`src/rtl/cr_huf_comp_sc_mc.sv`:
```
// cr_huf_comp_sc_mc -- multi-channel symbol-count staging buffer.
//
// Per-channel flop FIFOs filled through one registered write port and
// drained through one show-ahead read port. A round-robin arbiter that
// locks its grant while the head is stalled merges the channels.
//
// Ports:
//   i_clk, i_rst      clock, asynchronous active-high reset
//   i_wr/i_wr_ch/i_wr_data  write strobe, target channel, payload (registered)
//   o_wr_rdy          per-channel credit ready (free slots > RDY_THRESH)
//   i_ch_clear        per-channel synchronous flush
//   o_out_vld/i_out_rd/o_out_ch/o_out_data  read handshake and head entry
//   o_used_slots      per-channel occupancy, channel 0 in the LSBs
//   o_overflow_err    sticky: write dropped on a full channel
//   o_underflow_err   sticky: pop issued while o_out_vld was low
//   o_hwm             per-channel occupancy high-watermark
//                     (present only with CR_HUF_COMP_SC_MC_STATS_EN defined)
//
// Arbiter state:
//   state  | meaning
//   S_OPEN | grant searches upward from last_grant+1 each cycle
//   S_LOCK | head stalled, grant frozen on r_lock_ch until the pop
module cr_huf_comp_sc_mc #(
  parameter int NUM_CH     = 2,
  parameter int DEPTH      = 16,
  parameter int DATA_W     = 15,
  parameter int RDY_THRESH = 4,
  localparam int CH_W  = (NUM_CH > 1) ? $clog2(NUM_CH) : 1,
  localparam int CNT_W = $clog2(DEPTH + 1),
  localparam int PTR_W = $clog2(DEPTH)
) (
  input  logic                    i_clk,
  input  logic                    i_rst,
  input  logic                    i_wr,
  input  logic [CH_W-1:0]         i_wr_ch,
  input  logic [DATA_W-1:0]       i_wr_data,
  output logic [NUM_CH-1:0]       o_wr_rdy,
  input  logic [NUM_CH-1:0]       i_ch_clear,
  output logic                    o_out_vld,
  input  logic                    i_out_rd,
  output logic [CH_W-1:0]         o_out_ch,
  output logic [DATA_W-1:0]       o_out_data,
  output logic [NUM_CH*CNT_W-1:0] o_used_slots,
  output logic                    o_overflow_err,
  output logic                    o_underflow_err
`ifdef CR_HUF_COMP_SC_MC_STATS_EN
  ,output logic [NUM_CH*CNT_W-1:0] o_hwm
`endif
);

  typedef enum logic {S_OPEN, S_LOCK} arb_state_t;

  arb_state_t        r_state, w_state_nxt;
  logic [CH_W-1:0]   r_lock_ch, r_last;
  logic              r_wr;
  logic [CH_W-1:0]   r_wr_ch;
  logic [DATA_W-1:0] r_wr_data;
  logic [CNT_W-1:0]  r_cnt    [NUM_CH];
  logic [PTR_W-1:0]  r_rd_ptr [NUM_CH];
  logic [PTR_W-1:0]  r_wr_ptr [NUM_CH];
  logic [DATA_W-1:0] r_mem    [NUM_CH][DEPTH];

  logic [NUM_CH-1:0] w_nonempty;
  logic              w_vld, w_pop, w_pop_same, w_wr_ok, w_full, w_commit, w_drop;
  logic [CH_W-1:0]   w_srch, w_grant;

  always_comb begin
    for (int c = 0; c < NUM_CH; c++) w_nonempty[c] = (r_cnt[c] != '0);
  end
  assign w_vld = |w_nonempty;

  // Round-robin search starting just above the last granted channel.
  always_comb begin
    int   idx;
    logic found;
    idx    = 0;
    found  = 1'b0;
    w_srch = '0;
    for (int i = 1; i <= NUM_CH; i++) begin
      idx = int'(r_last) + i;
      if (idx >= NUM_CH) idx = idx - NUM_CH;
      if (!found && w_nonempty[idx]) begin
        found  = 1'b1;
        w_srch = CH_W'(idx);
      end
    end
  end

  assign w_grant    = (r_state == S_LOCK) ? r_lock_ch : w_srch;
  assign o_out_vld  = w_vld;
  assign o_out_ch   = w_vld ? w_grant : '0;
  assign o_out_data = w_vld ? r_mem[w_grant][r_rd_ptr[w_grant]] : '0;

  assign w_pop      = w_vld && i_out_rd;
  assign w_pop_same = w_pop && (w_grant == r_wr_ch);
  // A clear on the target channel silently discards the registered write.
  assign w_wr_ok    = r_wr && !i_ch_clear[r_wr_ch];
  assign w_full     = (r_cnt[r_wr_ch] == CNT_W'(DEPTH));
  assign w_commit   = w_wr_ok && (!w_full || w_pop_same);
  assign w_drop     = w_wr_ok && w_full && !w_pop_same;

  always_comb begin
    w_state_nxt = r_state;
    case (r_state)
      S_OPEN: if (w_vld && !i_out_rd) w_state_nxt = S_LOCK;
      S_LOCK: if (i_out_rd)           w_state_nxt = S_OPEN;
      default:                        w_state_nxt = S_OPEN;
    endcase
    if (i_ch_clear[w_grant]) w_state_nxt = S_OPEN;
  end

  always_comb begin
    o_used_slots = '0;
    for (int c = 0; c < NUM_CH; c++) begin
      o_used_slots[c*CNT_W +: CNT_W] = r_cnt[c];
      o_wr_rdy[c] = (DEPTH - int'(r_cnt[c])) > RDY_THRESH;
    end
  end

  always_ff @(posedge i_clk or posedge i_rst) begin
    if (i_rst) begin
      r_state         <= S_OPEN;
      r_lock_ch       <= '0;
      r_last          <= '0;
      r_wr            <= 1'b0;
      r_wr_ch         <= '0;
      r_wr_data       <= '0;
      o_overflow_err  <= 1'b0;
      o_underflow_err <= 1'b0;
    end else begin
      r_state   <= w_state_nxt;
      r_wr      <= i_wr;
      r_wr_ch   <= i_wr_ch;
      r_wr_data <= i_wr_data;
      if (r_state == S_OPEN) r_lock_ch <= w_grant;
      if (w_pop) r_last <= w_grant;
      if (w_drop) o_overflow_err <= 1'b1;
      if (i_out_rd && !w_vld) o_underflow_err <= 1'b1;
    end
  end

  always_ff @(posedge i_clk or posedge i_rst) begin
    if (i_rst) begin
      for (int c = 0; c < NUM_CH; c++) begin
        r_cnt[c]    <= '0;
        r_rd_ptr[c] <= '0;
        r_wr_ptr[c] <= '0;
      end
    end else begin
      for (int c = 0; c < NUM_CH; c++) begin
        if (i_ch_clear[c]) begin
          r_cnt[c]    <= '0;
          r_rd_ptr[c] <= '0;
          r_wr_ptr[c] <= '0;
        end else begin
          logic inc, dec;
          inc = w_commit && (r_wr_ch == CH_W'(c));
          dec = w_pop && (w_grant == CH_W'(c));
          if (inc) r_wr_ptr[c] <= r_wr_ptr[c] + PTR_W'(1);
          if (dec) r_rd_ptr[c] <= r_rd_ptr[c] + PTR_W'(1);
          if (inc && !dec)      r_cnt[c] <= r_cnt[c] + CNT_W'(1);
          else if (dec && !inc) r_cnt[c] <= r_cnt[c] - CNT_W'(1);
        end
      end
    end
  end

  // Payload storage is intentionally left out of reset.
  always_ff @(posedge i_clk) begin
    if (w_commit) r_mem[r_wr_ch][r_wr_ptr[r_wr_ch]] <= r_wr_data;
  end

`ifdef CR_HUF_COMP_SC_MC_STATS_EN
  logic [CNT_W-1:0] r_hwm [NUM_CH];

  always_ff @(posedge i_clk or posedge i_rst) begin
    if (i_rst) begin
      for (int c = 0; c < NUM_CH; c++) r_hwm[c] <= '0;
    end else begin
      for (int c = 0; c < NUM_CH; c++) begin
        if (i_ch_clear[c])          r_hwm[c] <= '0;
        else if (r_cnt[c] > r_hwm[c]) r_hwm[c] <= r_cnt[c];
      end
    end
  end

  always_comb begin
    o_hwm = '0;
    for (int c = 0; c < NUM_CH; c++) o_hwm[c*CNT_W +: CNT_W] = r_hwm[c];
  end
`endif

endmodule

```
`config.mk`:
```
export PLATFORM = sky130hd
export DESIGN_NAME = cr_huf_comp_sc_mc
export DESIGN_NICKNAME = d
export VERILOG_FILES = /design/src/rtl/cr_huf_comp_sc_mc.sv
export SDC_FILE = /design/constraint.sdc
export NUM_CORES = 1
export LEC_CHECK = 0
export ABC_CLOCK_PERIOD_IN_PS = 6200
export CORE_UTILIZATION = 25
export CTS_BUF_LIST = sky130_fd_sc_hd__clkbuf_8
export CTS_CLUSTER_DIAMETER = 40
export DETAILED_ROUTE_END_ITERATION = 8
export MAX_ROUTING_LAYER = met4
export PLACE_DENSITY_LB_ADDON = 0.1
export SETUP_SLACK_MARGIN = 0.15
export SLEW_MARGIN = 20
export SYNTH_ARGS = -nofsm -noshare
export SYNTH_HDL_FRONTEND = slang
export SYNTH_SLANG_ARGS = --single-unit
```
`constraint.sdc`:
```
create_clock -name i_clk -period 6.2 [get_ports i_clk]
set_clock_uncertainty 0.15 [all_clocks]
set_input_delay 1.55 -clock i_clk [delete_from_list [all_inputs] [get_ports i_clk]]
set_output_delay 1.55 -clock i_clk [all_outputs]
set_load 0.02 [all_outputs]
```
* Word-level counts from Yosys, hierarchy flattened *
Memory sizes are Yosys's and may differ from the RTL's.
Cells that the tools add are included.

operators by class
  add/subtract/negate cells = 14
  multiply operators = 0
  div/mod/pow operators = 0
  $lt $le $gt $ge = 13
  equal/unequal tests = 2
  shift-type cells = 0
  muxes and demuxes = 52
  bitwise logic cells = 7
  reduce and logical (&&, ||, !) cells = 38

operator list
  kind                                                                            count
  240-bit 2-to-1 mux                                                              1
  32-bit by 3-bit less-than comparator with 1-bit output (second input constant)  2
  32-bit 2-to-1 mux                                                               2
  15-bit binary-select mux with 4-bit select                                      1
  15-bit demux with 4-bit select                                                  1
  15-bit 2-to-1 mux                                                               4
  4-bit 2-to-1 mux                                                                14
  5-bit 2-to-1 mux                                                                9
  1-bit 2-to-1 mux                                                                19
  1-bit logical AND                                                               18
  4-bit by 1-bit adder with 4-bit output (second input constant)                  4
  6-bit by 4-bit > comparator with 1-bit output (second input constant)           2
  5-bit by 5-bit subtractor with 6-bit output (first input constant)              2
  5-bit by 1-bit adder with 5-bit output (second input constant)                  2
  5-bit greater-or-equal comparator (second input constant)                       2
  1-bit logical NOT                                                               10
  4-bit inverter with 5-bit output                                                2
  5-bit nonzero test                                                              2
  5-bit by 1-bit subtractor with 5-bit output (second input constant)             2
  2-bit nonzero test                                                              4
  2-bit greater-or-equal comparator (second input constant)                       3
  3-bit nonzero test                                                              2
  5-bit == test (second input constant)                                           1
  5-bit by 1-bit less-than comparator with 1-bit output (second input constant)   1
  12 further kinds                                                                16

word-level totals
  register bits after elaboration = 48
  latch bits = 0
  bits in writable memories = 480
  ROM bits = 0
  input bits = 22
  output and inout port bits = 31
  word-level logic and storage cells = 141
  memories = 1

memory list
  name   words  bits a word  rd ports  clocked after Yosys merged registers in  wr ports  RTL line  source
  r_mem  2      240          1         0                                        1         61        logic [DATA_W-1:0] r_mem [NUM_CH][DEPTH];

* Depth between registers and ports, before layout *
Gate-level depths: netlist of the first run.

  depth in word-level cells = 21
  depth in mapped cells = 13

* Least setup slack after synthesis of the first run *
No wires, ideal clock.

  kind = reg2out
  start = register r_cnt (netlist bit o_used_slots[5])
  end = output o_out_data[10]
  arrival = 3.166 ns
  data required time = 4.500 ns
  setup slack = 1.334 ns
  stages on the path, launching flop included = 10
  cells stage by stage = dfrtp_1 nor4_1 ha_1 clkbuf_1 nor2_1 a21oi_1 mux2i_1 nand2_1 clkbuf_1 o32ai_1

between the ends
  word-level cells in the longest chain between the ends = 18
  elaborated cells between the ends (all ways) = 24
  classes of those cells = mux: 17; bitwise: 2; reduce/logical: 4; memory: 1

RTL lines
  item                                                    RTL line  source
  start: declaration                                      58        logic [CNT_W-1:0] r_cnt [NUM_CH];
  start signal: indexed assignment                        161       if (inc && !dec) r_cnt[c] <= r_cnt[c] + CNT_W'(1);
  start signal: indexed assignment                        162       else if (dec && !inc) r_cnt[c] <= r_cnt[c] - CNT_W'(1);
  5-bit nonzero test *                                    68        for (int c = 0; c < NUM_CH; c++) w_nonempty[c] = (r_cnt[c] != '0);
  1-bit 2-to-1 mux (not written as such) (3 in a row)     82        if (!found && w_nonempty[idx]) begin
  1-bit 2-to-1 mux                                        82
  1-bit logical NOT                                       82
  1-bit logical AND                                       82
  1-bit 2-to-1 mux                                        82
  1-bit 2-to-1 mux                                        89        assign w_grant = (r_state == S_LOCK) ? r_lock_ch : w_srch;
  1-bit inverter with 2-bit output (not written as such)  92        assign o_out_data = w_vld ? r_mem[w_grant][r_rd_ptr[w_grant]] : '0;
  4-bit 2-to-1 mux (not written as such) (3 in a row)     92
  4-bit inverter with 5-bit output (not written as such)  92
  15-bit binary-select mux with 4-bit select              92
  15-bit 2-to-1 mux (not written as such) (2 in a row)    92
  15-bit 2-to-1 mux *                                     92
  end: declaration                                        42        output logic [DATA_W-1:0] o_out_data,

Mark *: on every way between the ends. The rest lies on a longest branch, timed or not. The select of a mux whose other input is x is not followed.

* Worst setup path after layout of the first run *
  start = register r_cnt (netlist bit o_used_slots[0])
  end = output o_out_data[10]

Same word-level chain as after synthesis.

==> results.sh, run 1 <==
export IMPL_status="complete, no violations"
export IMPL_grt_max_degree=49
export IMPL_dpl_cell_area_um2=23000
export IMPL_synth_edff_count=480
export IMPL_rr_worst_depth=13
export IMPL_insertion_delay_ps=680
export IMPL_synth_top_area_cell="edfxtp_1"
export IMPL_synthFlopType="edfxtp_1"
export IMPL_internal_power_mw=6.98
export IMPL_postCtsSetupBuffers=0
export IMPL_grt_pass1_wl_um=86400
export IMPL_power_static_leakage_nw=7.95
export IMPL_cp_end_kind="output pin"
export IMPL_placed_cells=2149
export IMPL_post_place_ws_ps=633
export IMPL_cts_buffer_depth=3
export IMPL_fillers=8066
export IMPL_grt_use_total=0.150
export IMPL_route_detailed_drc=0
export IMPL_synth_fp_nets=1054
export IMPL_ios=53
export IMPL_tritoncts="done"
export IMPL_crit_path_start_kind="flop"
export IMPL_seqCellArea_um2=15600
export IMPL_synth_seq_area_share=0.754
export IMPL_start_util=0.253
export IMPL_fin_crit_ps=5880
export IMPL_avgSynthCellArea_um2=20.4
export IMPL_syn_to_final_growth_pct=21.0
export IMPL_finalHoldViolations=0
export IMPL_whs_path_depth=1
export IMPL_core_um2=82000
export IMPL_drive_gt1_frac=0.292
export IMPL_setup_viol=0
export IMPL_maxSlewViolCount=0
export IMPL_clockPowerShare=0.330
export IMPL_grt_setup_unrepaired="false"
export IMPL_cts_sinks=528
export IMPL_synth_area_um2=20700
export IMPL_synthCells=1016
export IMPL_synth_seq_cells=528
export IMPL_setup_tns_ps=0
export IMPL_cts_htree_levels=3
export IMPL_swShare=0.319
export IMPL_met2_usage=0.227
export IMPL_die_area_um2=84000
export IMPL_clk_pin_slew_ps=60
export IMPL_ir_worst_vdd_uv=165
export IMPL_max_freq_ghz=0.170
export IMPL_fin_crit_sh=0.949
export IMPL_met1_usage=0.202
export IMPL_holdBufCountCts=0
export IMPL_total_power_mw=10.3
export IMPL_grt_overflow_total=0
export IMPL_postRouteAntennaNets=0
export IMPL_totalWireLength_um=60700
export IMPL_synth_area_leaders="edfxtp_1 (70%), mux4_2 (13%), dfrtp_1 (5.8%)"
export IMPL_slew_headroom=0.456
export IMPL_final_cell_area_um2=25000
export IMPL_io_buffers=52
export IMPL_first_iter_violations=747
export IMPL_fp_dieW_um=290
export IMPL_clockRootBuffer="clkbuf_8"
export IMPL_whs_ps=312
export IMPL_nets=1220
export IMPL_synthArstFlopShare=0.0909
export IMPL_first_pass_iters=5
export IMPL_dieHeight_um=290
export IMPL_p_seq_frac=0.400
export IMPL_cp_arrival_ps=4180
export IMPL_antenna_found_initial=2
export IMPL_setup_ws_ps=318
export IMPL_critical_path_required_ps=4500
export IMPL_drv_cap=0
export IMPL_min_path_type="reg -> reg"
export IMPL_switchingPower_mw=3.28
export IMPL_post_drt_wl_per_cell_um=26.0
export IMPL_power_density_nw_per_um2=409
export IMPL_yosys_area_top_type_share=0.696
export IMPL_rows=105
export IMPL_first_global_vias=11100
export IMPL_critPathMaxFanout=15
export IMPL_worstSetupPathType="reg -> out"
export IMPL_yosys_warnings=0
export IMPL_instances_no_fill=2336
export IMPL_final_util=0.306
export IMPL_numCtsBuffers=101
export IMPL_tightest_slew_ps=816
export IMPL_place_gp_congestion=0.819
export IMPL_top_usage_layer="met2"
export IMPL_num_vias=10600
export IMPL_multiInputGateArea_um2=4930
export IMPL_pwr_share_comb=0.270
export IMPL_met3_usage=0.0306
export IMPL_netlist_cell_type_count=62
export IMPL_vias_per_cell=4.56
export IMPL_dp_hpwl_um=37600
-- sequential cells by signal, summed over array words and instances, names as in the netlist --
name and count:
r_mem 480, r_wr_data 15, o_used_slots 10, r_rd_ptr 8, r_wr_ptr 8, o_overflow_err 1, o_underflow_err 1, r_last 1
r_lock_ch 1, r_state 1, r_wr 1, r_wr_ch 1
-- logic make-up after synthesis --
kind of cell / count (synthesis) / synth area share
fa+ha+maj: 16 / 0.0104
flops: 528 / 0.754
buf+inv: 67 / 0.0146
mux: 133 / 0.136
compound gates: 125 / 0.0466
xor+xnor: 13 / 0.00550
simple gates: 134 / 0.0327
-- worst max-delay path: stages (launching register included) --
cell             delay [ps]
dfrtp_1                 440
or4_4                   590
inv_1                    80
ha_2                    310
nand2b_1                220
a21oi_4                 120
mux2i_1                 250
nand2_1                  90
buf_4                   220
o32ai_1                 450
clkdlybuf4s50_1         710
-- final timing paths --
kind / slack (ps) / from / to
worst max-delay path: 320 / o_used_slots[0] / o_out_data[10]
worst min-delay path: 310 / o_overflow_err / o_overflow_err
worst max register to register: 1820 / o_used_slots[0] / o_used_slots[9]
worst min register to register: 310 / o_overflow_err / o_overflow_err
max in group asynchronous: 4100 / i_rst / r_rd_ptr[4]
min in group asynchronous: 1230 / i_rst / r_wr_data[9]
-- synth_stat cells (2+ instances only) --
library cell / number
a211oi_1: 2
a21boi_0: 3
a21o_1: 5
a21oi_1: 15
and2_1: 4
buf_1: 4
buf_2: 22
buf_4: 4
clkbuf_1: 25
dfrtp_1: 48
edfxtp_1: 480
fa_1: 2
ha_1: 14
inv_1: 11
mux2i_1: 13
mux4_2: 119
nand2_1: 16
nand2b_1: 7
nand3_1: 14
nand3b_1: 4
nand4_1: 3
nand4_2: 3
nor2_1: 56
nor2b_1: 3
nor3_1: 9
nor3b_1: 3
o21a_1: 2
o21ai_0: 8
o221ai_1: 14
o22ai_1: 30
o32a_1: 14
o32ai_1: 16
or3_1: 2
or3b_2: 2
xnor2_1: 7
xor2_1: 6
-- routing by layer --
metal | share of wire | wire length (µm)
met1 | 0.47 | 28300
met2 | 0.46 | 28100
met3 | 0.050 | 3040
met4 | 0.020 | 1220
met5 | 0 | 0
-- power by group through the flow --
stage | Combinational [mW] | Clock (mW) | Sequential (mW)
finish | 2.77 | 3.38 | 4.10
CTS | 2.79 | 3.51 | 4.11
floorplan | 1.56 | 0 | 4.12
global route | 2.93 | 3.66 | 4.12
detailed placement | 2.72 | 0 | 4.18
global placement | 2.73 | 0 | 4.18
-- area by class of cell --
class / count / share of cell area
sequential: 528 / 0.624
multi-input combinational: 421 / 0.197
clock buffer: 103 / 0.0566
tap: 1070 / 0.0534
timing repair buffer: 119 / 0.0445
clock inverter: 77 / 0.0224
inverter: 11 / 0.00165
antenna: 7 / 0.000699
-- cells in the final DEF (no fill, tap or decap), types with 8 or more instances in the layout --
master and instances:
edfxtp_1 480, mux4_2 119, clkbuf_8 103, buf_4 61
clkdlybuf4s50_1 44, dfrtp_1 43, nor2_1 36, o22ai_1 30
clkinv_1 30, inv_1 29, nor2_2 20, nand2_1 16
nand3_1 14, a21oi_1 14, o32a_1 14, o221ai_1 14
mux2i_1 13, ha_1 13, o32ai_1 10, clkinv_2 10
nor3_1 8, o21ai_0 8
-- repair_timing --
action	CTS	global route
gates cloned	0	0
setup endpoints to repair	14	12
gates resized for setup	8	10
Power figures use the tool's default switching activity.
==> inputs of run 2 (changes only) <==
--- a/config.mk
+++ b/config.mk
@@ -10,7 +10,6 @@
 export CTS_BUF_LIST = sky130_fd_sc_hd__clkbuf_8
 export CTS_CLUSTER_DIAMETER = 40
 export DETAILED_ROUTE_END_ITERATION = 8
-export MAX_ROUTING_LAYER = met4
 export PLACE_DENSITY_LB_ADDON = 0.1
 export SETUP_SLACK_MARGIN = 0.15
 export SLEW_MARGIN = 20
==> run 2 against run 1 <==
  * Via count decreased by 0.39%
  * Maximum frequency increased by 0.35%
  * Sequential power about the same
  * Critical endpoint unchanged
  * Largest power group unchanged
  * Highest routed layer unchanged
==> results.sh, run 2 (synthesized netlist as in run 1, its figures left out) <==
export IMPL_instances_no_fill=2331
export IMPL_grt_use_total=0.146
export IMPL_start_util=0.253
export IMPL_power_static_leakage_nw=7.95
export IMPL_tritoncts="done"
export IMPL_power_density_nw_per_um2=410
export IMPL_hold_start="o_overflow_err"
export IMPL_critPathMaxFanout=15
export IMPL_totalWireLength_um=60800
export IMPL_nets=1220
export IMPL_first_global_vias=11200
export IMPL_clk_pin_slew_ps=60
export IMPL_crit_path_start_kind="flop"
export IMPL_placed_cells=2149
export IMPL_cts_buffer_depth=3
export IMPL_insertion_delay_ps=680
export IMPL_worstSetupPathType="reg -> out"
export IMPL_setup_tns_ps=0
export IMPL_critical_path_required_ps=4500
export IMPL_grt_overflow_total=0
export IMPL_first_pass_iters=5
export IMPL_grt_max_degree=49
export IMPL_r2r_start="o_used_slots[0]"
export IMPL_fin_crit_sh=0.945
export IMPL_postRouteAntennaNets=0
export IMPL_setup_viol=0
export IMPL_grt_pass1_wl_um=86400
export IMPL_rr_worst_depth=13
export IMPL_largest_reg_flops=480
export IMPL_cp_cell_sequence="or4_4 -> inv_1 -> ha_2 -> nand2b_1 -> a21oi_4 -> mux2i_1 -> nand2_1 -> buf_4 -> o32ai_1 -> clkdlybuf4s50_1"
export IMPL_antenna_found_initial=2
export IMPL_die_area_um2=84000
export IMPL_fillers=8068
export IMPL_route_detailed_drc=0
export IMPL_fin_crit_ps=5860
export IMPL_io_buffers=52
export IMPL_cts_htree_levels=3
export IMPL_numCtsBuffers=101
export IMPL_tightest_slew_ps=809
export IMPL_finalHoldViolations=0
export IMPL_holdBufCountCts=0
export IMPL_post_drt_wl_per_cell_um=26.1
export IMPL_grt_setup_unrepaired="false"
export IMPL_syn_to_final_growth_pct=20.9
export IMPL_ir_worst_vdd_uv=165
export IMPL_layout_commonest_cell="edfxtp_1"
export IMPL_cp_arrival_ps=4160
export IMPL_num_vias=10600
export IMPL_vias_per_cell=4.55
export IMPL_min_path_type="reg -> reg"
export IMPL_cpMaxStageDelayCell="clkdlybuf4s50_1"
export IMPL_whs_path_depth=1
export IMPL_ios=53
export IMPL_fp_dieW_um=290
export IMPL_core_um2=82000
export IMPL_cts_sinks=528
export IMPL_rows=105
export IMPL_slew_headroom=0.461
export IMPL_maxSlewViolCount=0
export IMPL_dieHeight_um=290
export IMPL_drive_gt1_frac=0.292
export IMPL_drv_cap=0
export IMPL_max_freq_ghz=0.171
export IMPL_cp_end_kind="output pin"
export IMPL_first_iter_violations=732
export IMPL_cpPeakStageDelay_ps=700
export IMPL_place_gp_congestion=0.808
export IMPL_worstSetupStartpoint="o_used_slots[0]"
export IMPL_dp_hpwl_um=37600
export IMPL_clockRootBuffer="clkbuf_8"
export IMPL_final_cell_mix="edfxtp_1 (480), mux4_2 (119), clkbuf_8 (103), buf_4 (61), clkdlybuf4s50_1 (44)"
export IMPL_status="complete, no violations"
run 2: changes by cell type in the layout (fill, tap and decap cells not counted):
cell,before,now
diode_2,7,2
run 2: power breakdown:
part / leakage [nW] / switching, mW / internal [mW]
clock network: 1.06 / 1.53 / 1.85
registers: 4.92 / 0.150 / 3.95
logic: 1.97 / 1.60 / 1.18
total: 7.95 / 3.28 / 6.98
run 2: layout make-up:
class                   instances  area [µm²]  area share
flip-flops and latches        528       15600       0.624
multi-input cells             421        4930       0.197
clock buffers                 103        1420      0.0566
well taps                    1070        1340      0.0535
repair buffers                119        1110      0.0445
clock inverters                77         561      0.0224
inverters                      11        41.3     0.00165
diodes                          2        5.00    0.000200
run 2: worst paths after layout:
kind / end / slack [ps]
setup / recovery: o_out_data[10] / 340
hold / removal: o_overflow_err / 310
setup reg to reg: o_used_slots[9] / 1810
hold reg to reg: o_overflow_err / 310
max in group asynchronous: r_rd_ptr[4] / 4080
min in group asynchronous: r_wr_data[9] / 1240
run 2: per-stage QoR:
step / utilization / power [mW] / hold slack, ps / setup WS, ps / instance area (µm²)
after floorplan: - / 5.68 / 350 / 1330 / 20700
after global placement: 0.280 / 6.91 / 301 / 608 / 23000
after detailed placement: 0.280 / 6.90 / 312 / 633 / 23000
after CTS: 0.305 / 10.4 / 324 / 111 / 25000
after global routing: 0.305 / 10.7 / 325 / 151 / 25000
final: 0.305 / 10.3 / 312 / 338 / 25000
run 2: repair_timing:
| action | CTS | global route |
|---|---|---|
| resized for setup | 8 | 10 |
| setup endpoints to repair | 14 | 12 |
| buffers inserted | 0 | 0 |
run 2: layer usage:
layer	wire [µm]	global-route usage
met1	28400	0.201
met2	28100	0.229
met3	2890	0.0306
met4	1340	0.0470
met5	0	0
run 2: critical path, delay by kind of cell (launching register included):
| family | cells | cell delay, ps |
|---|---|---|
| flops | 1 | 440 |
| simple gates | 3 | 900 |
| compound gates | 2 | 550 |
| buf+inv | 3 | 1000 |
| fa+ha+maj | 1 | 310 |
| mux | 1 | 260 |
